### config.mk
export PLATFORM = sky130hd
export DESIGN_NAME = keypad_scanner
export DESIGN_NICKNAME = d
export VERILOG_FILES = /design/src/rtl/keypad_pkg.sv /design/src/rtl/key_fifo.sv /design/src/rtl/keypad_scanner.sv
export SDC_FILE = /design/constraint.sdc
export NUM_CORES = 1
export LEC_CHECK = 0
export BUFFER_PORTS_ARGS = -buffer_cell sky130_fd_sc_hd__buf_2
export CORE_MARGIN = 1
export CORE_UTILIZATION = 54
export CTS_BUF_LIST = sky130_fd_sc_hd__clkbuf_16
export CTS_CLUSTER_SIZE = 25
export DETAILED_ROUTE_END_ITERATION = 6
export PLACE_DENSITY_LB_ADDON = 0.2
export RECOVER_POWER = 50
export SLEW_MARGIN = 10
export SYNTH_ARGS = -nofsm -noshare
export SYNTH_HDL_FRONTEND = slang
export SYNTH_SLANG_ARGS = --single-unit
### constraint.sdc
create_clock -name clk -period 2.96 [get_ports clk]
set_input_delay 0.888 -clock clk [delete_from_list [all_inputs] [get_ports clk]]
set_output_delay 0.888 -clock clk [all_outputs]
set_load 0.01 [all_outputs]
### src/rtl/keypad_pkg.sv
// Shared types and constants for the 4x4 keypad scanner and its key FIFO.
package keypad_pkg;
    localparam int KEY_CODE_W = 4;
    localparam int ROW_N      = 4;
    localparam int COL_N      = 4;
    localparam int FIFO_DEPTH = 4;
    localparam int ROW_W      = $clog2(ROW_N);
    localparam int COL_W      = $clog2(COL_N);

    typedef enum logic [1:0] {
        SCAN     = 2'd0,
        DEBOUNCE = 2'd1,
        HELD     = 2'd2,
        RELEASE  = 2'd3
    } state_t;

    // Index of the lowest set column bit; the lowest column wins when several keys share a row.
    function automatic logic [COL_W-1:0] lowest_col(input logic [COL_N-1:0] c);
        logic [COL_W-1:0] idx;
        idx = '0;
        for (int i = COL_N - 1; i >= 0; i--) begin
            if (c[i]) idx = COL_W'(i);
        end
        return idx;
    endfunction
endpackage

### src/rtl/key_fifo.sv
// Small key-code FIFO; the head entry is always visible on dout, zero when empty.
module key_fifo
    import keypad_pkg::*;
#(
    parameter int DEPTH = FIFO_DEPTH,
    parameter int W     = KEY_CODE_W
) (
    input  logic         clk,
    input  logic         reset,
    input  logic         push,
    input  logic         pop,
    input  logic [W-1:0] din,
    output logic [W-1:0] dout,
    output logic         empty,
    output logic         full
);
    localparam int PTR_W = (DEPTH > 1) ? $clog2(DEPTH) : 1;
    localparam logic [PTR_W-1:0] PTR_LAST = PTR_W'(DEPTH - 1);

    logic [W-1:0]     mem_reg [DEPTH];
    logic [PTR_W-1:0] wr_ptr_reg;
    logic [PTR_W-1:0] rd_ptr_reg;
    logic [PTR_W:0]   count_reg;
    logic             do_push;
    logic             do_pop;

    assign empty   = (count_reg == '0);
    assign full    = (count_reg == (PTR_W + 1)'(DEPTH));
    assign do_pop  = pop && !empty;
    // A pop frees the slot in the same cycle, so a push into a full FIFO still lands.
    assign do_push = push && (!full || do_pop);
    assign dout    = empty ? '0 : mem_reg[rd_ptr_reg];

    always_ff @(posedge clk) begin
        if (do_push) mem_reg[wr_ptr_reg] <= din;
    end

    always_ff @(posedge clk) begin
        if (reset) begin
            wr_ptr_reg <= '0;
            rd_ptr_reg <= '0;
            count_reg  <= '0;
        end else begin
            if (do_push) wr_ptr_reg <= (wr_ptr_reg == PTR_LAST) ? '0 : wr_ptr_reg + 1'b1;
            if (do_pop)  rd_ptr_reg <= (rd_ptr_reg == PTR_LAST) ? '0 : rd_ptr_reg + 1'b1;
            count_reg <= count_reg + (PTR_W + 1)'(do_push) - (PTR_W + 1)'(do_pop);
        end
    end
endmodule

### src/rtl/keypad_scanner.sv
// 4x4 matrix keypad scanner: row rotation, press/release debounce, one code per press into a FIFO.
module keypad_scanner
    import keypad_pkg::*;
#(
    parameter int SCAN_DIV     = 1000,
    parameter int DEBOUNCE_CNT = 50000
) (
    input  logic                  clk,
    input  logic                  reset,
    output logic [ROW_N-1:0]      rows,
    input  logic [COL_N-1:0]      cols,
    input  logic                  read_ack,
    output logic [KEY_CODE_W-1:0] key_code,
    output logic                  key_ready,
    output logic                  overflow
);
    localparam int SCAN_W = (SCAN_DIV > 1) ? $clog2(SCAN_DIV) : 1;
    localparam int DEB_W  = (DEBOUNCE_CNT > 1) ? $clog2(DEBOUNCE_CNT) : 1;
    localparam logic [SCAN_W-1:0] SCAN_LAST = SCAN_W'(SCAN_DIV - 1);
    localparam logic [DEB_W-1:0]  DEB_LAST  = DEB_W'(DEBOUNCE_CNT - 1);

    state_t            state_reg,    state_next;
    logic [ROW_W-1:0]  row_idx_reg,  row_idx_next;
    logic [COL_W-1:0]  col_idx_reg,  col_idx_next;
    logic [SCAN_W-1:0] scan_cnt_reg, scan_cnt_next;
    logic [DEB_W-1:0]  deb_cnt_reg,  deb_cnt_next;
    logic              overflow_reg;
    logic              push;
    logic              pop;
    logic              fifo_empty;
    logic              fifo_full;

    for (genvar gi = 0; gi < ROW_N; gi++) begin : g_row_drive
        assign rows[gi] = (row_idx_reg == ROW_W'(gi));
    end

    always_ff @(posedge clk) begin
        if (reset) begin
            state_reg    <= SCAN;
            row_idx_reg  <= '0;
            col_idx_reg  <= '0;
            scan_cnt_reg <= '0;
            deb_cnt_reg  <= '0;
        end else begin
            state_reg    <= state_next;
            row_idx_reg  <= row_idx_next;
            col_idx_reg  <= col_idx_next;
            scan_cnt_reg <= scan_cnt_next;
            deb_cnt_reg  <= deb_cnt_next;
        end
    end

    always_comb begin
        state_next    = state_reg;
        row_idx_next  = row_idx_reg;
        col_idx_next  = col_idx_reg;
        scan_cnt_next = scan_cnt_reg;
        deb_cnt_next  = deb_cnt_reg;
        push          = 1'b0;
        case (state_reg)
            SCAN: begin
                if (scan_cnt_reg == SCAN_LAST) begin
                    scan_cnt_next = '0;
                    if (cols == '0) begin
                        row_idx_next = row_idx_reg + 1'b1;
                    end else begin
                        col_idx_next = lowest_col(cols);
                        deb_cnt_next = '0;
                        state_next   = DEBOUNCE;
                    end
                end else begin
                    scan_cnt_next = scan_cnt_reg + 1'b1;
                end
            end
            DEBOUNCE: begin
                if (cols[col_idx_reg]) begin
                    if (deb_cnt_reg == DEB_LAST) begin
                        push         = 1'b1;
                        deb_cnt_next = '0;
                        state_next   = HELD;
                    end else begin
                        deb_cnt_next = deb_cnt_reg + 1'b1;
                    end
                end else begin
                    row_idx_next  = row_idx_reg + 1'b1;
                    scan_cnt_next = '0;
                    deb_cnt_next  = '0;
                    state_next    = SCAN;
                end
            end
            HELD: begin
                // Any key in the held row keeps us here; the whole row must go quiet.
                if (cols == '0) begin
                    deb_cnt_next = '0;
                    state_next   = RELEASE;
                end
            end
            RELEASE: begin
                if (cols != '0) begin
                    state_next = HELD;
                end else if (deb_cnt_reg == DEB_LAST) begin
                    row_idx_next  = row_idx_reg + 1'b1;
                    scan_cnt_next = '0;
                    deb_cnt_next  = '0;
                    state_next    = SCAN;
                end else begin
                    deb_cnt_next = deb_cnt_reg + 1'b1;
                end
            end
            default: state_next = SCAN;
        endcase
    end

    assign pop = read_ack && !fifo_empty;

    key_fifo #(
        .DEPTH (FIFO_DEPTH),
        .W     (KEY_CODE_W)
    ) u_fifo (
        .clk   (clk),
        .reset (reset),
        .push  (push),
        .pop   (pop),
        .din   ({row_idx_reg, col_idx_reg}),
        .dout  (key_code),
        .empty (fifo_empty),
        .full  (fifo_full)
    );

    always_ff @(posedge clk) begin
        if (reset) begin
            overflow_reg <= 1'b0;
        end else if (push && fifo_full && !pop) begin
            overflow_reg <= 1'b1;
        end else if (pop) begin
            overflow_reg <= 1'b0;
        end
    end

    assign key_ready = !fifo_empty;
    assign overflow  = overflow_reg;
endmodule
# ---- Word level (Yosys, flattened, before mapping)
# Memories as Yosys holds them, arrays and structs flattened. A register that Yosys moved wholly into a read port is not among the register bits.
# Cells that the tools add are included.
dict set report totals {
  in_bits 7
  rom_bits 0
  ramBits 16
  n_memories 1
  latchBits 0
  register_bits 40
}
dict set report op_classes {
  reduce_logical 21
  div_mod_pow 0
  n_mul 0
  add_sub_neg 7
  bitwise_logic 1
  order_cmp 1
  eq_ne 20
  mux 44
  shifts 0
}
# memory words width rd rd_clocked_by_memory_dff wr line_no
set memory_table {}
lappend memory_table {u_fifo.mem_reg 4 4 1 1 1 key_fifo.sv:20} ;# logic [W-1:0] mem_reg [DEPTH];
# operator n
set op_table {}
lappend op_table {{two-way mux 16 bit} 6}
lappend op_table {{case mux 16 bit (4 select lines)} 1}
lappend op_table {{two-way mux 10 bit} 4}
lappend op_table {{two-way mux 2 bit} 20}
lappend op_table {{case mux 10 bit (3 select lines)} 1}
lappend op_table {{adder 16 x 1 -> 16 bit (second input constant)} 1}
lappend op_table {{== test 16 bit (second input constant)} 1}
lappend op_table {{!= test 2 bit (second input constant)} 7}
lappend op_table {{== test 2 bit (second input constant)} 6}
lappend op_table {{adder 10 x 1 -> 10 bit (second input constant)} 1}
lappend op_table {{== test 10 bit (second input constant)} 1}
lappend op_table {{two-way mux 1 bit} 8}
lappend op_table {{case mux 2 bit (4 select lines)} 1}
lappend op_table {{AND reduction 4 bit} 2}
lappend op_table {{adder 2 x 1 -> 2 bit (second input constant)} 3}
lappend op_table {{!= test 3 bit (second input constant)} 2}
lappend op_table {{case mux 2 bit (3 select lines)} 1}
lappend op_table {{AND reduction 6 bit} 1}
lappend op_table {{logical AND 1 bit} 5}
lappend op_table {{AND reduction 5 bit} 1}
lappend op_table {{== test 2 x 1 -> 1 bit (second input constant)} 2}
lappend op_table {{logical NOT 2 bit} 2}
lappend op_table {{logical NOT 4 bit} 1}
lappend op_table {{two-way mux 4 bit} 1}
lappend op_table {{other kinds (13)} 15}

# ---- Logic depth before layout (Yosys ltp)
# Gate-level depths: netlist of the first run.
dict set report logic_depth {
  depth_word 8
  ltp_mapped 11
}

# ---- By module
# Synthesis of the first run repeated with hierarchy kept, for this count alone.
dict set report hier_totals {
  hier_cells 292
  hier_area_um2 2997.9
}
# mod area_per_inst_um2 n_inst cells_each seq_area_each_um2
set by_module_without_submodules {}
lappend by_module_without_submodules {keypad_scanner 1920.6 1 221 660.6}
lappend by_module_without_submodules {key_fifo 1077.3 1 71 660.6}

# ---- Worst setup path before layout of the first run
# OpenSTA, ideal clock, no wires.
dict set report synth_path {
  path_type {input to register}
  startpoint {input cols[3]}
  endpoint {register u_fifo.count_reg[2]}
  stages 10
  t_arrival_ns 2.828
  n_path_buf 2
  path_slack_ns 0.005
  required_ns 2.832
  path_cell_list {mux4_2 -> and2_1 -> clkbuf_1 -> o211a_1 -> buf_2 -> ha_1 -> fa_1 -> xnor2_1 -> xnor2_1 -> nor2_1}
}
dict set report synth_via {
  elab_chain_len 7
}
# element line_no
set synth_lines {}
lappend synth_lines {{from (decl)} keypad_scanner.sv:11} ;# input logic [COL_N-1:0] cols,
lappend synth_lines {{binary-select mux 1 bit (select 2 bit)} keypad_scanner.sv:76} ;# if (cols[col_idx_reg]) begin
lappend synth_lines {{two-way mux 1 bit (not written as such)} keypad_scanner.sv:76}
lappend synth_lines {{two-way mux 1 bit} keypad_scanner.sv:76}
lappend synth_lines {{two-way mux 1 bit} keypad_scanner.sv:60} ;# case (state_reg)
lappend synth_lines {{logical AND 1 bit} key_fifo.sv:31} ;# assign do_push = push && (!full || do_pop);
lappend synth_lines {{via u_fifo.do_push} key_fifo.sv:24} ;# logic do_push;
lappend synth_lines {{adder 3 x 1 -> 3 bit} key_fifo.sv:46} ;# count_reg <= count_reg + (PTR_W + 1)'(do_push) - (PTR_W + 1)'(do_pop);
lappend synth_lines {{subtractor 3 x 1 -> 3 bit} key_fifo.sv:46}
lappend synth_lines {{to (signal assigned)} key_fifo.sv:46}
lappend synth_lines {{to (decl)} key_fifo.sv:23} ;# logic [PTR_W:0] count_reg;
# The timed path passes the listed nets, and every way through them passes these cells. The select of a mux whose other input is x is not followed.
# A chain may end at the register's enable or synchronous reset.

# ---- Final worst setup path of the first run
dict set report layout_path {
  startpoint {register deb_cnt_reg[11]}
  endpoint {memory u_fifo.mem_reg[1][0] (netlist bit) (enable)}
}
dict set report layout_via {
  elab_chain_len 7
}
# element line_no
set layout_lines {}
lappend layout_lines {{from (decl)} keypad_scanner.sv:26} ;# logic [DEB_W-1:0] deb_cnt_reg, deb_cnt_next;
lappend layout_lines {{from (signal assigned)} keypad_scanner.sv:49} ;# deb_cnt_reg <= deb_cnt_next;
lappend layout_lines {{== test 16 bit} keypad_scanner.sv:77} ;# if (deb_cnt_reg == DEB_LAST) begin
lappend layout_lines {{two-way mux 1 bit} keypad_scanner.sv:77}
lappend layout_lines {{two-way mux 1 bit} keypad_scanner.sv:76}
lappend layout_lines {{two-way mux 1 bit} keypad_scanner.sv:60}
lappend layout_lines {{logical AND 1 bit} key_fifo.sv:31}
lappend layout_lines {{two-way mux 1 bit} key_fifo.sv:35} ;# if (do_push) mem_reg[wr_ptr_reg] <= din;
lappend layout_lines {{two-way mux 1 bit (not written as such)} key_fifo.sv:35}
lappend layout_lines {{to (decl)} key_fifo.sv:20}
# Every way passes these cells.

==> results of run 1 <==
[cell families after synthesis]
kind of cell	count (synthesis)	share of synthesized area (%)
mux	10	5.596
buf+inv	28	3.759
xor+xnor	15	4.485
fa+ha+maj	14	6.237
compound gates	53	11.53
simple gates	121	23.28
flops	58	45.11
[per-layer routing]
layer	up-vias	part of all wire, %	GRT usage, %
li1	1118	-	-
met5	-	0	0
met1	1048	48	30.42
met3	6	4.3	7.937
met2	48	47	35.52
met4	0	0.61	6.173
[cells in the mapped netlist, drive strengths merged (9+ instances only)]
library cell / number
ha: 13
nor2: 30
nor3: 10
a21oi: 18
xnor2: 15
nand2: 16
nand2b: 9
o21ai: 10
inv: 13
edfxtp: 16
and2: 13
dfxtp: 42
[critical path, stage by stage, from the launching register on]
cell	delay [ns]
sky130_fd_sc_hd__dfxtp_1	0.34
sky130_fd_sc_hd__or4b_4	0.54
sky130_fd_sc_hd__nor4_1	0.32
sky130_fd_sc_hd__clkbuf_1	0.34
sky130_fd_sc_hd__o211a_1	0.23
sky130_fd_sc_hd__clkbuf_1	0.24
sky130_fd_sc_hd__and2_0	0.34
[report_power, final]
group | switching [W] | internal [W]
registers | 0.0000409 | 0.000848
clock network | 0.000356 | 0.000733
logic | 0.000138 | 0.000129
total | 0.000535 | 0.00171
[through the flow]
step	power, W	hold slack (ns)
after global routing	0.002353	0.4948
after detailed placement	0.001179	0.4713
after floorplan	0.001101	0.4470
after global placement	0.001168	0.4656
final	0.002246	0.4775
after CTS	0.002275	0.4802
[path summary, 6_finish.rpt]
check	end	slack [ns]	cells after the start
worst max-delay path	u_fifo.mem_reg[1][0]	0.30	6
worst min-delay path	deb_cnt_reg[15]	0.48	2
worst max register to register	u_fifo.mem_reg[1][0]	0.30	6
worst min register to register	deb_cnt_reg[15]	0.48	2
[final cells by class]
cell class,count,share of cell area [%]
sequential,58,38.90
timing repair buffer,27,4.236
inverter,13,1.436
clock inverter,7,2.762
tap,70,2.578
multi-input combinational,213,43.46
clock buffer,9,6.630
==> PnR_summary.wiki, run 1 <==
{| class="wikitable"
! Metric !! Value
|-
| Status || finished, final reports clean
|-
| Transition time of the tightest slew-check pin || 0.9708 ns
|-
| Startpoint of the tightest hold check path || deb_cnt_reg[15]
|-
| Area of placed instances || 3118 sq um
|-
| First-pass GRT wire length || roughly 9500 microns
|-
| Data required time of the critical path || 2.96 ns
|-
| Commonest non-fill, non-tap cell in the layout || sky130_fd_sc_hd__dfxtp_1
|-
| Iteration count of the initial detailed-routing pass || 4
|-
| Global route overflow || 0
|-
| Largest area contributor in the synthesized netlist || sky130_fd_sc_hd__dfxtp_1
|-
| Number of buffers between clock root and the deepest sink || 2
|-
| Number of nets in the layout || 343
|-
| Via density || 5.592
|-
| # rows || 26
|-
| Final WS setup || between 0.3 and 0.4 ns
|-
| CTS Root Cell || sky130_fd_sc_hd__clkbuf_16
|-
| Number of global-route vias before repair || ~2000
|-
| Multi-input logic area || 1476 sq um
|-
| Mapped Nets || 320
|-
| DRT antenna net count || 0
|-
| Ports placed on the boundary || 17
|-
| Largest cells by area after synthesis || sky130_fd_sc_hd__dfxtp_1 (29%), sky130_fd_sc_hd__edfxtp_1 (16%), sky130_fd_sc_hd__ha_1 (5.6%), sky130_fd_sc_hd__xnor2_1 (4.5%), sky130_fd_sc_hd__mux4_2 (3.8%)
|-
| Worst reg2reg path startpoint || deb_cnt_reg[11]
|-
| Max IR drop VDD || about 370 uV
|-
| Fraction of post-synthesis cell area in the top cell type by area || 28.71%
|-
| Slew margin rel. || 34.46%
|-
| Setup skew after layout || about 0.0088 ns
|-
| Gates resized, CTS repair || 0
|-
| Post-layout util || 65.67%
|-
| Cell count after synthesis || 299
|-
| Share of cells above drive strength 1 || 14.07%
|-
| CP Launch Point || deb_cnt_reg[11]
|-
| Pins Over Slew Limit || 0
|-
| Cell count after placement || 381
|-
| Core Footprint || 5172 sq um
|-
| Min Clock Period, post-route || approximately 2.7 ns
|-
| Width of the die || roughly 76 microns
|-
| Data arrival time of the critical path || 2.66 ns
|-
| Seq. cell area || 1321 sq um
|-
| Fill count || around 400
|-
| Vias || 2220
|-
| Leakage power || 1.214 nW
|-
| Share of flip-flops with an asynchronous set or reset || 0%
|-
| Crit path kind || register to register
|-
| Ratio of total power to cell area || 661.0 nW/um^2
|-
| Total wirelength of the detailed-routed design || 5731 microns
|-
| Max capacitance violation total || 0
|-
| DP Worst Slack || 0.04106 ns
|-
| Ys Warns || 0
|-
| Pin count of the biggest net entering global routing || 31
|-
| Worst Setup Start Kind || register
|-
| Global Route Usage Sum || 22.83%
|-
| Number of synthesized flops with an enable pin || 16
|-
| Clock network latency to the later pin of the worst-skew pair || 0.32 ns
|-
| Top_reg_cell synth || sky130_fd_sc_hd__dfxtp_1
|-
| Hold Vio Cnt, Final || 0
|-
| Detailed-route wire length per cell || between 10 and 15 microns
|-
| Most frequent cells in the layout || sky130_fd_sc_hd__dfxtp_1 (42), sky130_fd_sc_hd__nor2_1 (30), sky130_fd_sc_hd__a21oi_1 (18), sky130_fd_sc_hd__nand2_1 (16), sky130_fd_sc_hd__edfxtp_1 (16)
|-
| Number of CTS-inserted buffers || 9
|-
| Initial detailed-routing violation count || 95
|-
| Setup TNS || 0 ns
|-
| Remaining routing DRC violations || 0
|-
| Number of hold buffers added after CTS || 0
|-
| Total standard cell area after synthesis || 2929 sq um
|-
| Final Cycle Share || roughly 90%
|-
| TritonCTS clock tree || built
|-
| Sequential element share of the synthesized area || ~45%
|-
| Unrepaired setup endpoints after global routing || no
|-
| Total of flip-flops plus latches after synthesis || 58
|-
| Die outline area || 5723 sq um
|-
| Clock slew seen by the registers of the worst setup and hold paths || 0.05 ns
|-
| Post-DP HPWL || approximately 4000 microns
|-
| Critical Path Fanout Max || 7
|-
| Die Height || 75.65 microns
|-
| Total of endpoints with negative setup slack in the final report || 0
|-
| Final weighted congestion in routability-driven placement || 0.8583
|-
| Summed area of non-filler cells in the final layout || 3397 sq um
|-
| Worst hold path class || register to register
|-
| Antenna violations before repair || 0
|-
| Count of port buffers added during placement || 16
|-
| Yosys cell types || 53
|-
| Post-CTS Setup Bufs || 0
|-
| Ant diodes || 0
|-
| Crit end category || register
|-
| Avg Synthesized Cell Area || slightly below 10 sq um
|-
| Max Fclk || 376.0 MHz
|-
| H-tree lvl count || 3
|-
| Count of clock tree sinks || 58
|-
| Area growth syn-to-layout || 15.98%
|-
| Initial standard-cell utilization of the core || between 50% and 60%
|-
| Non-Filler Instances || 397
|}
No activity file was read; power rests on OpenSTA's default activity.
==> inputs of run 2 (changes only) <==
--- a/config.mk
+++ b/config.mk
@@ -13,6 +13,8 @@
 export DETAILED_ROUTE_END_ITERATION = 6
 export PLACE_DENSITY_LB_ADDON = 0.2
 export RECOVER_POWER = 50
+export REMOVE_ABC_BUFFERS = 1
+export SKIP_CTS_REPAIR_TIMING = 1
 export SLEW_MARGIN = 10
 export SYNTH_ARGS = -nofsm -noshare
 export SYNTH_HDL_FRONTEND = slang
==> run 2 against run 1 <==
Sequential share of layout area increased by 0.52 points. Sequential power about the same. Critical endpoint is now u_fifo.count_reg[2]. Largest power group unchanged. Flip-flop and latch count unchanged. Setup slack improved by 0.050 ns. Global-route usage decreased by 0.67 points. Count of clock-buffer cells in the layout unchanged. Core utilization decreased by 0.87 points. Final area decreased by 1.3%. Via count increased by 0.90%.
==> PnR_summary.wiki, run 2 (same netlist as run 1, synthesis figures left out) <==
{| class="wikitable"
! Metric !! Value
|-
| Status || finished, final reports clean (unchanged)
|-
| Highest routed layer || met4 (unchanged)
|-
| Core Footprint || 5172 sq um (unchanged)
|-
| Crit end category || register (unchanged)
|-
| Part of the power in registers || 42.9% (was 39.6%)
|-
| Worst R2R Path Depth || 5 (was 6)
|-
| Commonest non-fill, non-tap cell in the layout || sky130_fd_sc_hd__dfxtp_1 (unchanged)
|-
| Leakage power || 1.209 nW (was 1.214 nW)
|-
| First-pass GRT wire length || 9025 microns (was 9487 microns)
|-
| # rows || 26 (unchanged)
|-
| Reg-to-reg setup timing slack || 0.44 ns (was 0.30 ns)
|-
| Post-DP HPWL || 3931 microns (was 4002 microns)
|-
| Width of the die || 75.65 microns (unchanged)
|-
| Area growth syn-to-layout || 14.44% (was 15.98%)
|-
| Worst reg2reg path startpoint || deb_cnt_reg[11] (unchanged)
|-
| Detailed-route wire length per cell || 14.48 microns (was 14.44 microns)
|-
| Chain of cells forming the critical path || buf_2 -> mux4_2 -> and2_0 -> o211a_1 -> ha_1 -> fa_1 -> xnor2_1 -> xnor2_1 -> nor2_1 (was or4b_4 -> nor4_1 -> clkbuf_1 -> o211a_1 -> clkbuf_1 -> and2_0)
|-
| Transition time of the tightest slew-check pin || 0.9738 ns (was 0.9708 ns)
|-
| Number of CTS-inserted buffers || 9 (unchanged)
|-
| Iteration count of the initial detailed-routing pass || 4 (unchanged)
|-
| Unrepaired setup endpoints after global routing || no (unchanged)
|-
| Number of global-route vias before repair || 2003 (was 2007)
|-
| Fraction of power consumed by combinational cells || 13.1% (was 11.9%)
|-
| Cell seen most often among critical-path stages || sky130_fd_sc_hd__xnor2_1 (was sky130_fd_sc_hd__clkbuf_1)
|-
| Data arrival time of the critical path || 2.82 ns (was 2.66 ns)
|-
| Clock slew seen by the registers of the worst setup and hold paths || 0.05 ns (about the same)
|-
| Crit path max-delay cell type || sky130_fd_sc_hd__mux4_2 (was sky130_fd_sc_hd__or4b_4)
|-
| Share of cells above drive strength 1 || 14.11% (was 14.07%)
|-
| Ant diodes || 0 (unchanged)
|-
| Overall Power || 0.002073 W (was 0.002246 W)
|-
| Final Cycle Share || 88.15% (was 89.85%)
|-
| Worst Setup Start Kind || primary input (was register)
|-
| Detailed-routing wirelength on met1 || 2646 microns (was 2779 microns)
|-
| Net switching power || 0.0005409 W (was 0.0005347 W)
|-
| Post-layout util || 64.80% (was 65.67%)
|-
| Count of port buffers added during placement || 16 (unchanged)
|-
| Capture instance of the worst register-to-register path || u_fifo.mem_reg[2][2] (was u_fifo.mem_reg[1][0])
|-
| Via density || 5.657 (was 5.592)
|-
| Critical Path Fanout Max || 3 (was 7)
|-
| Max capacitance violation total || 0 (unchanged)
|-
| Ports placed on the boundary || 17 (unchanged)
|-
| CTS Root Cell || sky130_fd_sc_hd__clkbuf_16 (unchanged)
|-
| Setup TNS || 0 ns (unchanged)
|-
| Pins Over Slew Limit || 0 (unchanged)
|-
| Global Route Usage Sum || 22.16% (was 22.83%)
|-
| Delay of the slowest cell on the worst path || 0.47 ns (was 0.54 ns)
|-
| Data required time of the critical path || 3.17 ns (was 2.96 ns)
|-
| Net switching share of the total power || 26.09% (was 23.81%)
|-
| Number of nets in the layout || 342 (was 343)
|-
| Crit path kind || primary input to register (was register to register)
|-
| Antenna violations before repair || 0 (unchanged)
|-
| Hold Vio Cnt, Final || 0 (unchanged)
|-
| Total of endpoints with negative setup slack in the final report || 0 (unchanged)
|-
| Count of clock tree sinks || 58 (unchanged)
|-
| Pin count of the biggest net entering global routing || 31 (unchanged)
|-
| Critical Path End || u_fifo.count_reg[2] (was u_fifo.mem_reg[1][0])
|-
| Number of buffers between clock root and the deepest sink || 2 (unchanged)
|-
| DRT antenna net count || 0 (unchanged)
|-
| Remaining routing DRC violations || 0 (unchanged)
|-
| Detailed-routed wire length on met2 || 2730 microns (was 2670 microns)
|-
| H-tree lvl count || 3 (unchanged)
|-
| TritonCTS clock tree || built (unchanged)
|-
| Ratio of total power to cell area || 618.4 nW/um^2 (was 661.0 nW/um^2)
|-
| Setup skew after layout || 0.004766 ns (was 0.008826 ns)
|-
| Most frequent cells in the layout || sky130_fd_sc_hd__dfxtp_1 (42), sky130_fd_sc_hd__nor2_1 (30), sky130_fd_sc_hd__a21oi_1 (18), sky130_fd_sc_hd__nand2_1 (16), sky130_fd_sc_hd__edfxtp_1 (16) (unchanged)
|-
| Max IR drop VDD || 515.3 uV (was 365.9 uV)
|-
| Worst hold path class || register to register (unchanged)
|-
| Non-Filler Instances || 396 (was 397)
|-
| Slew margin rel. || 34.26% (was 34.46%)
|-
| Global route overflow || 0 (unchanged)
|-
| Initial standard-cell utilization of the core || 56.63% (unchanged)
|-
| Area of placed instances || 3110 sq um (was 3118 sq um)
|-
| Part of the total power dissipated in the clock network || 43.9% (was 48.5%)
|-
| Min Clock Period, post-route || 2.609 ns (was 2.660 ns)
|-
| Internal power summed over all cells || 0.001532 W (was 0.001711 W)
|-
| Initial detailed-routing violation count || 75 (was 95)
|-
| CP Launch Point || cols[3] (was deb_cnt_reg[11])
|-
| Die Height || 75.65 microns (unchanged)
|-
| Total wirelength of the detailed-routed design || 5736 microns (was 5731 microns)
|-
| Summed area of non-filler cells in the final layout || 3352 sq um (was 3397 sq um)
|-
| Routed met3 length || 265 microns (was 245 microns)
|-
| Cell count after placement || 380 (was 381)
|-
| Final weighted congestion in routability-driven placement || 0.7940 (was 0.8583)
|-
| Clock network latency to the later pin of the worst-skew pair || 0.33 ns (was 0.32 ns)
|-
| Die outline area || 5723 sq um (unchanged)
|-
| Vias || 2240 (was 2220)
|-
| Max Fclk || 383.3 MHz (was 376.0 MHz)
|-
| Fill count || 429 (was 412)
|}
-- run 2: cell types whose count changed in the layout (fill, tap and decap cells not counted) --
cell / change
sky130_fd_sc_hd__and2_0: -2
sky130_fd_sc_hd__and2_1: +2
sky130_fd_sc_hd__bufinv_16: -2
sky130_fd_sc_hd__clkbuf_1: -1
sky130_fd_sc_hd__clkinv_2: +2
sky130_fd_sc_hd__clkinv_4: -2
sky130_fd_sc_hd__clkinvlp_4: +1
sky130_fd_sc_hd__inv_1: +1
sky130_fd_sc_hd__nor4_1: -1
sky130_fd_sc_hd__nor4_4: +1
-- run 2: critical path, delay by kind of cell --
family	cells	cell delay (ns)
buf+inv	1	0.12
xor+xnor	2	0.36
simple gates	2	0.23
mux	1	0.47
fa+ha+maj	2	0.60
compound gates	1	0.15
-- run 2: how the worst min path moves through the flow --
stage,to,cells past startpoint,startpoint
floorplan,scan_cnt_reg[9],1,scan_cnt_reg[9]
global placement,deb_cnt_reg[15],2,deb_cnt_reg[15]
detailed placement,deb_cnt_reg[15],2,deb_cnt_reg[15]
CTS,deb_cnt_reg[15],2,deb_cnt_reg[15]
global route,deb_cnt_reg[15],2,deb_cnt_reg[15]
finish,deb_cnt_reg[15],2,deb_cnt_reg[15]
-- run 2: through the flow --
stage	hold WS, ns	setup slack, ns
2_1_floorplan	0.4428	0.1531
3_3_place_gp	0.4646	0.09500
3_5_place_dp	0.4651	0.06397
4_1_cts	0.4764	0.3604
5_1_grt	0.5116	0.2248
6_report	0.4828	0.3508
-- run 2: power groups by stage --
stage	logic [W]	registers (W)	clock network [W]
floorplan	0.000197	0.000894	0
global placement	0.000263	0.000905	0
detailed placement	0.000274	0.000906	0
CTS	0.000279	0.000891	0.000925
global route	0.000313	0.000896	0.000963
finish	0.000272	0.000890	0.000910
-- run 2: cell type report --
cell class / instances / area [sq um] / area share, %
timing repair buffer: 26 / 140.1 / 4.181
clock inverter: 7 / 37.54 / 1.120
sequential: 58 / 1321 / 39.42
clock buffer: 9 / 225.2 / 6.719
inverter: 13 / 48.80 / 1.456
multi-input combinational: 213 / 1491 / 44.49
tap: 70 / 87.58 / 2.613
-- run 2: per-layer routing --
| layer | vias to the layer above | track usage (%) |
|---|---|---|
| li1 | 1123 | - |
| met2 | 45 | 36.11 |
| met1 | 1063 | 26.50 |
| met4 | 0 | 8.848 |
| met5 | - | 0 |
| met3 | 9 | 8.466 |
==> inputs of run 3 (changes only) <==
--- a/config.mk
+++ b/config.mk
@@ -13,7 +13,6 @@
 export DETAILED_ROUTE_END_ITERATION = 6
 export PLACE_DENSITY_LB_ADDON = 0.2
 export RECOVER_POWER = 50
-export REMOVE_ABC_BUFFERS = 1
 export SKIP_CTS_REPAIR_TIMING = 1
 export SLEW_MARGIN = 10
 export SYNTH_ARGS = -nofsm -noshare
==> constraint.sdc (replaced) <==
create_clock -name clk -period 2.96 [get_ports clk]
set_input_delay 0 -clock clk [delete_from_list [all_inputs] [get_ports clk]]
set_output_delay 0 -clock clk [all_outputs]
set_load 0.01 [all_outputs]
==> run 3 against run 2 <==
Via count shrank 1.0%. Register-to-register slack lost 0.07 ns. Global-route usage shrank 0.30 points. Count of clock-buffer cells in the layout is the same. Core utilization shrank 0.44 points. Total power grew 2.2%. Clock power grew 5.3%. Clock skew grew 0.0010 ns. Routed wire length shrank 4.7%. Critical path type is now register to register. Critical endpoint unchanged. Largest power group unchanged.
==> PnR_summary.wiki, run 3 (same netlist as run 1, synthesis figures left out) <==
{| class="wikitable"
! Metric !! Value
|-
| Pins Over Slew Limit || 0 (unchanged)
|-
| Most frequent cells in the layout || sky130_fd_sc_hd__dfxtp_1 (42), sky130_fd_sc_hd__nor2_1 (30), sky130_fd_sc_hd__a21oi_1 (18), sky130_fd_sc_hd__nand2_1 (16), sky130_fd_sc_hd__edfxtp_1 (16) (unchanged)
|-
| Initial detailed-routing violation count || 124 (was 75)
|-
| Capture instance of the worst register-to-register path || u_fifo.count_reg[2] (was u_fifo.mem_reg[2][2])
|-
| Overall Power || 0.002118 W (was 0.002073 W)
|-
| Area growth syn-to-layout || 13.67% (was 14.44%)
|-
| Number of buffers between clock root and the deepest sink || 2 (unchanged)
|-
| Worst Setup Start Kind || register (was primary input)
|-
| Iteration count of the initial detailed-routing pass || 4 (unchanged)
|-
| Delay of the slowest cell on the worst path || 0.54 ns (was 0.47 ns)
|-
| Number of CTS-inserted buffers || 9 (unchanged)
|-
| Commonest non-fill, non-tap cell in the layout || sky130_fd_sc_hd__dfxtp_1 (unchanged)
|-
| Die outline area || 5723 sq um (unchanged)
|-
| Worst R2R Path Depth || 8 (was 5)
|-
| Ratio of total power to cell area || 636.0 nW/um^2 (was 618.4 nW/um^2)
|-
| Count of clock tree sinks || 58 (unchanged)
|-
| Reg-to-reg setup timing slack || 0.37 ns (was 0.44 ns)
|-
| Unrepaired setup endpoints after global routing || no (unchanged)
|-
| Worst hold path class || primary input to register (was register to register)
|-
| DP Worst Slack || 0.3728 ns (was 0.06397 ns)
|-
| Antenna violations before repair || 0 (unchanged)
|-
| Final Cycle Share || 87.53% (was 88.15%)
|-
| Max Fclk || 386.0 MHz (was 383.3 MHz)
|-
| Post-DP HPWL || 3768 microns (was 3931 microns)
|-
| Final WS setup || 0.3692 ns (was 0.3508 ns)
|-
| Min Clock Period, post-route || 2.591 ns (was 2.609 ns)
|-
| Data required time of the critical path || 3.14 ns (was 3.17 ns)
|-
| First-pass GRT wire length || 9101 microns (was 9025 microns)
|-
| # rows || 26 (unchanged)
|-
| Worst hold path cell count || 3 (was 2)
|-
| Final weighted congestion in routability-driven placement || 0.7946 (was 0.7940)
|-
| Clock slew seen by the registers of the worst setup and hold paths || 0.05 ns (about the same)
|-
| Width of the die || 75.65 microns (unchanged)
|-
| Remaining routing DRC violations || 0 (unchanged)
|-
| Initial standard-cell utilization of the core || 56.63% (unchanged)
|-
| Cell count after placement || 375 (was 380)
|-
| Core Footprint || 5172 sq um (unchanged)
|-
| Transition time of the tightest slew-check pin || 0.5550 ns (was 0.9738 ns)
|-
| Post-layout util || 64.37% (was 64.80%)
|-
| Crit path kind || register to register (was primary input to register)
|-
| Data arrival time of the critical path || 2.77 ns (was 2.82 ns)
|-
| Non-Filler Instances || 390 (was 396)
|-
| Critical Path Fanout Max || 7 (was 3)
|-
| Status || finished, final reports clean (unchanged)
|-
| Pin count of the biggest net entering global routing || 32 (was 31)
|-
| Number of nets in the layout || 337 (was 342)
|-
| CTS Root Cell || sky130_fd_sc_hd__clkbuf_16 (unchanged)
|-
| Ant diodes || 0 (unchanged)
|-
| Leakage power || 1.195 nW (was 1.209 nW)
|-
| DRT antenna net count || 0 (unchanged)
|-
| Detailed-route wire length per cell || 14.02 microns (was 14.48 microns)
|-
| Die Height || 75.65 microns (unchanged)
|-
| Setup skew after layout || 0.005813 ns (was 0.004766 ns)
|-
| Number of global-route vias before repair || 1995 (was 2003)
|-
| Global Route Usage Sum || 21.85% (was 22.16%)
|-
| Max capacitance violation total || 0 (unchanged)
|-
| Global route overflow || 0 (unchanged)
|-
| Worst reg2reg path startpoint || col_idx_reg[0] (was deb_cnt_reg[11])
|-
| Setup TNS || 0 ns (unchanged)
|-
| Cell seen most often among critical-path stages || sky130_fd_sc_hd__xnor2_1 (unchanged)
|-
| Slew margin rel. || 62.69% (was 34.26%)
|-
| Chain of cells forming the critical path || mux4_2 -> and2_1 -> o211a_1 -> ha_1 -> fa_1 -> xnor2_1 -> xnor2_1 -> nor2_1 (was buf_2 -> mux4_2 -> and2_0 -> o211a_1 -> ha_1 -> fa_1 -> xnor2_1 -> xnor2_1 -> nor2_1)
|-
| Clock network latency to the later pin of the worst-skew pair || 0.32 ns (was 0.33 ns)
|-
| TritonCTS clock tree || built (unchanged)
|-
| CP Launch Point || col_idx_reg[0] (was cols[3])
|-
| Largest delay contributor family on the critical path || adder cells (unchanged)
|-
| Via density || 5.685 (was 5.657)
|-
| Crit path max-delay cell type || sky130_fd_sc_hd__mux4_2 (unchanged)
|-
| Critical Path Stages || 8 (was 9)
|-
| Ports placed on the boundary || 17 (unchanged)
|-
| Count of port buffers added during placement || 16 (unchanged)
|-
| Number of buffers and inverters on the critical path || 0 (was 1)
|-
| Hold Vio Cnt, Final || 0 (unchanged)
|-
| Vias || 2217 (was 2240)
|-
| Crit end category || register (unchanged)
|-
| Total wirelength of the detailed-routed design || 5467 microns (was 5736 microns)
|-
| Critical Path End || u_fifo.count_reg[2] (unchanged)
|-
| Max IR drop VDD || 327.8 uV (was 515.3 uV)
|-
| H-tree lvl count || 3 (unchanged)
|-
| Share of cells above drive strength 1 || 11.88% (was 14.11%)
|-
| Total of endpoints with negative setup slack in the final report || 0 (unchanged)
|}
-- run 3: worst min path at each step --
stage	to	start	slack, ns
6_report	col_idx_reg[1]	cols[1]	0.01
3_3_place_gp	col_idx_reg[1]	cols[1]	0.33
5_1_grt	col_idx_reg[1]	cols[1]	0.02
2_1_floorplan	col_idx_reg[1]	cols[1]	0.17
4_1_cts	col_idx_reg[1]	cols[1]	0.0005
3_5_place_dp	col_idx_reg[1]	cols[1]	0.34
-- run 3: final cells by class --
class                           instances  area [sq um]
Inverter                               13         48.80
Fill cell                             421          1843
Sequential cell                        58          1321
Clock inverter                          6         51.30
Tap cell                               70         87.58
Timing Repair Buffer                   21         103.9
Multi-Input combinational cell        213          1491
Clock buffer                            9         225.2
-- run 3: through the flow --
| stage | instance area (sq um) | hold slack (ns) |
|---|---|---|
| 3_3_place_gp | 3073 | 0.3331 |
| 5_1_grt | 3329 | 0.02030 |
| 4_1_cts | 3349 | 0.0004850 |
| 3_5_place_dp | 3073 | 0.3397 |
| 6_report | 3329 | 0.009688 |
| 2_1_floorplan | 2929 | 0.1737 |
-- run 3: routing by layer --
layer | up-vias | part of all wire, % | track usage [%]
li1 | 1111 | - | -
met1 | 1057 | 49 | 28.46
met2 | 40 | 46 | 34.42
met3 | 9 | 3.4 | 7.143
met4 | 0 | 1.8 | 7.407
met5 | - | 0 | 0
-- run 3: worst min-delay path, delay by kind of cell --
family / cells / cell delay, ns
AND/OR/NAND/NOR: 1 / 0.04
AO/OA/AOI/OAI: 1 / 0.12
buffers and inverters: 1 / 0.13
-- run 3: power by group --
group | internal [W] | switching, W | leakage [nW]
registers | 0.000849 | 0.0000397 | 0.506
logic | 0.000128 | 0.000143 | 0.544
clock network | 0.000632 | 0.000326 | 0.145
